### src/rtl/seq_pkg.sv
// Shared types and constants for the instruction sequencer: FSM states,
// opcode encodings and the default halt word.
package seq_pkg;

  typedef enum logic [2:0] {
    IDLE  = 3'd0,
    FETCH = 3'd1,
    EXEC  = 3'd2,
    MEM   = 3'd3,
    HALT  = 3'd4
  } state_t;

  localparam logic [8:0] HALT_INSTR_DEF = 9'h1FF;

  localparam logic [2:0] OP_MEM  = 3'b010;
  localparam logic [2:0] OP_BNEQ = 3'b011;
  localparam logic [2:0] OP_BLT  = 3'b110;

  localparam int WAIT_W = 4;

  function automatic logic is_branch_op(input logic [2:0] op);
    return (op == OP_BNEQ) || (op == OP_BLT);
  endfunction

  function automatic logic is_mem_op(input logic [2:0] op);
    return op == OP_MEM;
  endfunction

endpackage

### src/rtl/seq_ctrl_pc_unit.sv
// Program counter: register plus next-PC mux (branch target or increment,
// wrapping at 2^PC_W).
module pc_unit #(
  parameter int PC_W = 10
) (
  input  logic            clk,
  input  logic            reset,
  input  logic            i_clear,
  input  logic            i_update,
  input  logic            i_branch,
  input  logic            i_take_branch,
  input  logic [PC_W-1:0] i_target,
  output logic [PC_W-1:0] o_prog_ctr
);

  logic [PC_W-1:0] r_pc;
  logic [PC_W-1:0] w_next_pc;

  always_comb begin
    w_next_pc = r_pc + PC_W'(1);
    if (i_branch && i_take_branch) w_next_pc = i_target;
  end

  always_ff @(posedge clk or posedge reset) begin
    if (reset) begin
      r_pc <= '0;
    end else if (i_clear) begin
      r_pc <= '0;
    end else if (i_update) begin
      r_pc <= w_next_pc;
    end
  end

  assign o_prog_ctr = r_pc;

endmodule

### src/rtl/seq_ctrl.sv
// Multi-cycle instruction sequencer: fetch, execute, and a fixed-latency
// memory phase, with gated write/read strobes and a saturating cycle counter.
module seq_ctrl
  import seq_pkg::*;
#(
  parameter int         PC_W       = 10,
  parameter int         MEM_LAT    = 2,
  parameter logic [8:0] HALT_INSTR = HALT_INSTR_DEF
) (
  input  logic            clk,
  input  logic            reset,
  input  logic            start,
  input  logic [8:0]      instr,
  input  logic            Branch,
  input  logic            MemWrite,
  input  logic            MemtoReg,
  input  logic            RegWrite,
  input  logic            take_branch,
  input  logic [PC_W-1:0] target,
  output logic [PC_W-1:0] prog_ctr,
  output logic [8:0]      ir,
  output logic            reg_we,
  output logic            mem_we,
  output logic            mem_re,
  output logic            busy,
  output logic            done,
  output logic [31:0]     cycle_count,
  output logic [2:0]      o_dbg_state
);

  state_t            r_state;
  logic [WAIT_W-1:0] r_wait;
  logic              r_mem_first;
  logic [8:0]        r_ir;
  logic              r_busy;
  logic              r_done;
  logic [31:0]       r_cycles;

  logic w_start_ok;
  logic w_is_mem;
  logic w_mem_last;
  logic w_pc_update;

  assign w_start_ok  = start && ((r_state == IDLE) || (r_state == HALT));
  assign w_is_mem    = MemWrite || MemtoReg;
  assign w_mem_last  = (r_state == MEM) && (r_wait == '0);
  assign w_pc_update = ((r_state == EXEC) && !w_is_mem) || w_mem_last;

  pc_unit #(.PC_W(PC_W)) u_pc (
    .clk           (clk),
    .reset         (reset),
    .i_clear       (w_start_ok),
    .i_update      (w_pc_update),
    .i_branch      (Branch),
    .i_take_branch (take_branch),
    .i_target      (target),
    .o_prog_ctr    (prog_ctr)
  );

  always_ff @(posedge clk or posedge reset) begin
    if (reset) begin
      r_state     <= IDLE;
      r_wait      <= '0;
      r_mem_first <= 1'b0;
      r_ir        <= '0;
      r_busy      <= 1'b0;
      r_done      <= 1'b0;
      r_cycles    <= '0;
    end else begin
      if (r_busy && (r_cycles != 32'hFFFF_FFFF)) r_cycles <= r_cycles + 32'd1;
      case (r_state)
        IDLE, HALT: begin
          if (start) begin
            r_state  <= FETCH;
            r_cycles <= '0;
            r_busy   <= 1'b1;
            r_done   <= 1'b0;
          end
        end
        FETCH: begin
          if (instr == HALT_INSTR) begin
            r_state <= HALT;
            r_busy  <= 1'b0;
            r_done  <= 1'b1;
          end else begin
            r_ir    <= instr;
            r_state <= EXEC;
          end
        end
        EXEC: begin
          if (w_is_mem) begin
            r_state     <= MEM;
            r_wait      <= WAIT_W'(MEM_LAT - 1);
            r_mem_first <= 1'b1;
          end else begin
            r_state <= FETCH;
          end
        end
        MEM: begin
          r_mem_first <= 1'b0;
          if (r_wait == '0) r_state <= FETCH;
          else              r_wait  <= r_wait - WAIT_W'(1);
        end
        default: begin
          r_state <= IDLE;
          r_busy  <= 1'b0;
          r_done  <= 1'b0;
        end
      endcase
    end
  end

  // Strobes decode the registered state, so an async reset kills them at once.
  assign reg_we = ((r_state == EXEC) && !w_is_mem && RegWrite) || (w_mem_last && MemtoReg);
  assign mem_we = (r_state == MEM) && r_mem_first && MemWrite;
  assign mem_re = (r_state == MEM) && MemtoReg;

  assign ir          = r_ir;
  assign busy        = r_busy;
  assign done        = r_done;
  assign cycle_count = r_cycles;
  assign o_dbg_state = r_state;

endmodule
### config.mk
export PLATFORM = sky130hd
export DESIGN_NAME = seq_ctrl
export DESIGN_NICKNAME = d
export VERILOG_FILES = /design/src/rtl/seq_pkg.sv /design/src/rtl/seq_ctrl_pc_unit.sv /design/src/rtl/seq_ctrl.sv
export SDC_FILE = /design/constraint.sdc
export NUM_CORES = 1
export LEC_CHECK = 0
export ABC_AREA = 1
export CORE_UTILIZATION = 48
export CTS_CLUSTER_SIZE = 28
export DETAILED_ROUTE_END_ITERATION = 8
export HOLD_SLACK_MARGIN = 0.15
export PLACE_DENSITY = 0.77
export SETUP_SLACK_MARGIN = 0.4
export SYNTH_ARGS = -nofsm -noshare
export SYNTH_HDL_FRONTEND = slang
export SYNTH_SLANG_ARGS = --single-unit
export TNS_END_PERCENT = 20
### constraint.sdc
create_clock -name clk -period 2.2 [get_ports clk]
set_input_delay 0.22 -clock clk [delete_from_list [all_inputs] [get_ports clk]]
set_output_delay 0.22 -clock clk [all_outputs]
set_load 0.02 [all_outputs]
==> flow_summary.ini, run 1 <==
[run_status]
status = complete, no violations

[place]
port_buffers = 85
gp_congestion = 0.867
pre_cts_slack_ns = 0.221
dp_hpwl_microns = 7110
placed_area_sq_mm = 0.00473

[sta]
rsz0062_at_grt = yes
hold_violations = 0
fin_crit_sh_pct = 81.2
fmaxAchievable_mhz = 560
period_minus_slack_ns = 1.79
finalSetupTns_ns = 0
finalWorstSetupSlack_ns = 0.413
slew_headroom_pct = 61.6
skew_ns = 0.00345
report.final.slew_viol_count = 0
worst_pin_slew_ns = 0.575
setup_viol = 0

[global_routing]
grt_first_pass_wirelength_microns = 16600
track_usage_pct = 25.2
grt_max_degree = 40
grt_pass1_vias = 3679
antenna_found_initial = 0
gr-total-overflow = 0

[cts]
cts.sinks = 61
root_buffer = clkbuf_8
cts_hold_buf = 0
clkLatencyLatePin_ns = 0.34
cts_tree = built
htree_num_levels = 3
cts_buffers = 9
clk_pin_slew_ns = 0.07
cts_buffer_depth = 2

[route]
first_iter_violations = 193
wl_per_cell_microns = 13.3
vias = 3852
ant_nets = 0
routed_via_density = 5.16
routed_wl_microns = 9960
drc = 0
firstDrtPassIters = 5

[setup_path]
critical_path_depth = 6
start_kind = flip-flop
cpPeakStageDelay_ns = 0.41
end_kind = output pin
path_cells = inv_1, nand2_2, nor2_2, inv_1, nor2_1, dlygate4sd2_1
required_ns = 1.98
crit_top_cell = inv_1
crit_buf_inv = 3
cp_max_fo = 6
rr_worst_depth = 10
arrival_ns = 1.57
critPathTopFamily = buffers and inverters
critical_path_class = flip-flop to output pin
crit_slowest_cell = dfrtp_1

[die]
pin_count = 86
fp.dieH_microns = 90.5
die_area_sq_mm = 0.00819
core.rowCount = 31
fp.dieW_microns = 90.5
initial_core_util_pct = 50.8
core-area_sq_mm = 0.00741

[finish]
fill_cells = 641
fin_area_sq_mm = 0.00508
diodes = 0
area.growth.synth_to_final_pct = 35.2
fin_nets = 674
layout_common_cells = 152 x nand2_1, 92 x nor2_1, 82 x clkdlybuf4s50_1
drive_gt1_share_pct = 12.8
final_common_cell = nand2_1

[pwr]
p_per_area_mw_per_mm2 = 1020
p_leak_uw = 0.00235
peakVddDrop_mv = 0.799

[synth]
netlist_instances = 538
synth_seq_cells = 61
synth.distinct_cells = 35
yosysWarningCount = 0
syn_area_sq_mm = 0.00376
synth_top_area_share_pct = 40.6
seq_area_frac_synth_pct = 40.6
synthTopCellsByArea = dfrtp_1 41%, nand2_1 16%, nor2_1 9.7%
syn_nets = 569
yosysTopAreaCell = dfrtp_1
syn_avg_cell_area_sq_um = 6.99

[worst_hold_path]
min_path_type = primary input to async pin

[run]
maxCapViolations = 0
==> flip-flops by register name, summed over array words and instances (netlist names) <==
| signal | cells |
|---|---|
| u_pc.o_prog_ctr | 10 |
| busy | 1 |
| cycle_count | 32 |
| o_dbg_state | 3 |
| ir | 9 |
| r_wait | 4 |
| r_mem_first | 1 |
| done | 1 |
==> stage by stage <==
stage | hold slack [ns] | std cells | power, uW | util (%)
after global routing | 0.293 | 747 | 5560 | 68.6
after global placement | 0.470 | 718 | 4090 | 63.9
after detailed placement | 0.473 | 718 | 4170 | 63.9
after floorplan | 0.365 | 538 | 3190 | -
after CTS | 0.235 | 735 | 5080 | 66.5
final | 0.221 | 747 | 5200 | 68.6
==> power breakdown <==
group          switching (uW)  internal [uW]  leakage, uW  total, uW
sequential                389           1460     0.000804       1850
combinational            1400           1060      0.00146       2460
clock                     459            434    0.0000880        893
total                    2250           2950      0.00235       5200
==> final timing paths <==
| kind | end | slack [ns] | start |
|---|---|---|---|
| max | mem_re | 0.41 | o_dbg_state[2] |
| min | u_pc.o_prog_ctr[8] | 0.22 | reset |
| max reg2reg | cycle_count[30] | 0.42 | cycle_count[0] |
| min reg2reg | ir[1] | 0.49 | ir[1] |
| max in group asynchronous | cycle_count[27] | 1.38 | reset |
| min in group clk | ir[7] | 0.46 | instr[7] |
==> cell families after synthesis <==
family / share of synthesized area [%]
AOI/OAI and AO/OA: 7.92
DFF: 40.6
buffers and inverters: 8.58
xor gates and xnor gates: 2.33
adders and majority gates: 1.33
and+or+nand+nor: 39.0
muxes: 0.266
==> layer usage <==
metal | share of wire [%] | wire (microns) | up-vias | track usage [%]
met5 | 0 | 0 | - | 0
met4 | 2.0 | 203 | 0 | 11.3
met3 | 6.4 | 637 | 21 | 4.29
met2 | 50 | 4950 | 145 | 43.1
met1 | 42 | 4170 | 1773 | 31.0
li1 | - | - | 1913 | -
==> Yosys cell counts <==
| master | n |
|---|---|
| o22ai_1 | 6 |
| buf_12 | 1 |
| o31ai_1 | 1 |
| a21oi_1 | 8 |
| nand2_4 | 1 |
| nand3_1 | 39 |
| nor3b_1 | 1 |
| o21ai_1 | 2 |
| o21bai_1 | 3 |
| clkbuf_1 | 5 |
| nor2_1 | 97 |
| nor3_1 | 8 |
| nand2_8 | 2 |
| nor2_4 | 2 |
| buf_4 | 1 |
| and3_1 | 1 |
| inv_2 | 1 |
| nand4_1 | 14 |
| nor2_2 | 3 |
| nand2_1 | 158 |
| dfrtp_1 | 61 |
| a21oi_2 | 8 |
| nand3_4 | 1 |
| xor2_1 | 5 |
| ha_1 | 4 |
| xnor2_1 | 5 |
| nand3_2 | 1 |
| o21ai_0 | 22 |
| inv_1 | 67 |
| mux2i_1 | 1 |
| buf_2 | 2 |
| nor2_8 | 1 |
| nand2_2 | 4 |
| buf_6 | 1 |
| nand3b_1 | 1 |
==> final cells by class <==
| type | count | area (sq um) | area share, % |
|---|---|---|---|
| Multi-Input combinational cell | 402 | 2010 | 39.6 |
| Sequential cell | 61 | 1530 | 30.2 |
| Timing Repair Buffer | 101 | 976 | 19.2 |
| Inverter | 68 | 263 | 5.17 |
| Clock buffer | 10 | 138 | 2.71 |
| Tap cell | 99 | 124 | 2.44 |
| Clock inverter | 6 | 38.8 | 0.763 |
==> repair_timing <==
item                       4_1_cts  5_1_grt
pin swaps                        2        9
resized for setup                9       26
gates cloned                     1        2
setup buffers                    0       10
setup endpoints to repair       26       41
Power figures use the tool's default switching activity.
==> inputs of run 2 (changes only) <==
Clock period 2.2 ns to 1.7 ns, I/O delays scaled along.
==> run 2 against run 1 <==
Net effect: final cell count rose by 6.7%; die area did not move; register-to-register slack got worse by 0.41 ns; clock power grew 50%; flip-flop and latch count unchanged; clock skew is 0.0091 ns higher; non-clock buffer count grew 51; setup slack got worse by 0.40 ns; worst hold slack improved by 0.097 ns; critical path depth increased by 4; global-route usage rose by 3.3 points; combinational power up 66%; critical endpoint is now cycle_count[13]; highest routed layer unchanged.
==> flow_summary.ini, run 2 (synthesis results as in run 1) <==
[place]
gp_congestion = 0.965
pre_cts_slack_ns = -0.0986
dp_hpwl_microns = 8020
port_buffers = 85

[run_status]
status = complete, no violations

[global_routing]
grt_max_degree = 34
gr-total-overflow = 0
track_usage_pct = 28.5
grt_first_pass_wirelength_microns = 18700
antenna_found_initial = 0
grt_pass1_vias = 4193

[route]
wl_per_cell_microns = 15.2
ant_nets = 0
routed_via_density = 5.35
vias = 4266
firstDrtPassIters = 5
drc = 0
first_iter_violations = 278
routed_wl_microns = 12100

[setup_path]
end_kind = flip-flop
cp_max_fo = 7
required_ns = 1.97
critical_path_depth = 10
start_kind = flip-flop
crit_buf_inv = 1
arrival_ns = 1.96
path_cells = ha_4, nand2_4, nor2_4, nand2_4, nor2_8, nand2_8, nand2_8, buf_12, nand2_4, a21oi_2
crit_slowest_cell = dfrtp_2
cpPeakStageDelay_ns = 0.43
critPathTopFamily = simple AND/OR/NAND/NOR gates
rr_worst_depth = 10
critical_path_class = flip-flop to flip-flop
crit_top_cell = nand2_4

[sta]
skew_ns = 0.0126
report.final.slew_viol_count = 0
finalWorstSetupSlack_ns = 0.0133
setup_viol = 0
slew_headroom_pct = 70.8
fin_crit_sh_pct = 99.2
worst_pin_slew_ns = 0.435
period_minus_slack_ns = 1.69
hold_violations = 0
rsz0062_at_grt = yes
finalSetupTns_ns = 0
fmaxAchievable_mhz = 593

[cts]
clk_pin_slew_ns = 0.07
clkLatencyLatePin_ns = 0.35
root_buffer = clkbuf_8
cts.sinks = 61
htree_num_levels = 3
cts_buffers = 9
cts_buffer_depth = 2
cts_tree = built

[die]
core.rowCount = 31
fp.dieH_microns = 90.5
pin_count = 86
die_area_sq_mm = 0.00819
core-area_sq_mm = 0.00741
initial_core_util_pct = 50.8
fp.dieW_microns = 90.5

[run]
maxCapViolations = 0

[finish]
fill_cells = 489
fin_util_pct = 79.8
final_common_cell = nand2_1
area.growth.synth_to_final_pct = 57.1
layout_common_cells = 137 x nand2_1, 80 x nor2_1, 58 x inv_1
fin_nets = 724
diodes = 0
drive_gt1_share_pct = 29.1
largest_register_ffs = 32

[pwr]
p_leak_uw = 0.00345
p_per_area_mw_per_mm2 = 1320
peakVddDrop_mv = 1.10

[worst_hold_path]
hold_depth = 4
min_path_type = primary input to flip-flop
run 2: cell types whose count changed in the layout (fill, tap and decap cells not counted), moves of 15 or more:
cell,before,now
dlymetal6s2s_1,0,52
nand2_1,152,137
buf_4,14,50
clkdlybuf4s50_1,82,21
run 2: through the flow:
stage | instance area (sq um) | hold WS [ns] | power, uW | cells
finish | 5910 | 0.318 | 7770 | 797
global route | 5910 | 0.365 | 8190 | 797
CTS | 5530 | 0.406 | 7430 | 792
detailed placement | 5170 | 0.469 | 5880 | 767
global placement | 5170 | 0.463 | 5760 | 767
floorplan | 3820 | 0.282 | 4230 | 538
run 2: area by class of cell:
cell class	count	area [sq um]	area share [%]
clock buffers	9	124	2.10
flip-flops and latches	61	1540	26.1
multi-input cells	401	2260	38.2
repair buffers	152	1520	25.7
inverters	68	267	4.51
well taps	99	124	2.10
clock inverters	7	76.3	1.29
run 2: worst reg2reg max path: cells and delay by family, from the launching register on:
family	cells	cell delay, ns
simple gates	7	0.77
flops	1	0.43
fa+ha+maj	1	0.17
buf+inv	1	0.15
compound gates	1	0.10
run 2: metal layers:
| metal | vias to the layer above | GRT usage (%) | share of wire, % |
|---|---|---|---|
| met3 | 33 | 5.39 | 6.7 |
| met2 | 187 | 51.4 | 52 |
| li1 | 2021 | - | - |
| met4 | 0 | 9.54 | 2.3 |
| met5 | - | 0 | 0 |
| met1 | 2025 | 33.7 | 39 |
run 2: what timing repair did:
| action | CTS | global route |
|---|---|---|
| buffers inserted | 6 | 1 |
| endpoints found under the hold margin | 9 | 4 |
| gates cloned | 2 | 0 |
| pin swaps | 11 | 25 |
| setup endpoints to repair | 115 | 140 |
| resized for setup | 50 | 153 |
| hold buffers | 1 | 4 |
run 2: power breakdown:
| part | total, uW | internal, uW | leakage [uW] | switching, uW |
|---|---|---|---|---|
| sequential | 2340 | 1890 | 0.000795 | 445 |
| combinational | 4090 | 1790 | 0.00256 | 2300 |
| clock | 1340 | 681 | 0.0000954 | 659 |
| total | 7770 | 4370 | 0.00345 | 3400 |
run 2: final timing paths:
kind,from,to,slack [ns]
min in group asynchronous,reset,ir[2],0.39
setup reg to reg,cycle_count[1],cycle_count[13],0.01
max in group asynchronous,reset,u_pc.o_prog_ctr[1],0.80
hold reg to reg,ir[7],ir[7],0.50
hold / removal,instr[3],o_dbg_state[1],0.32
setup / recovery,cycle_count[1],cycle_count[13],0.01
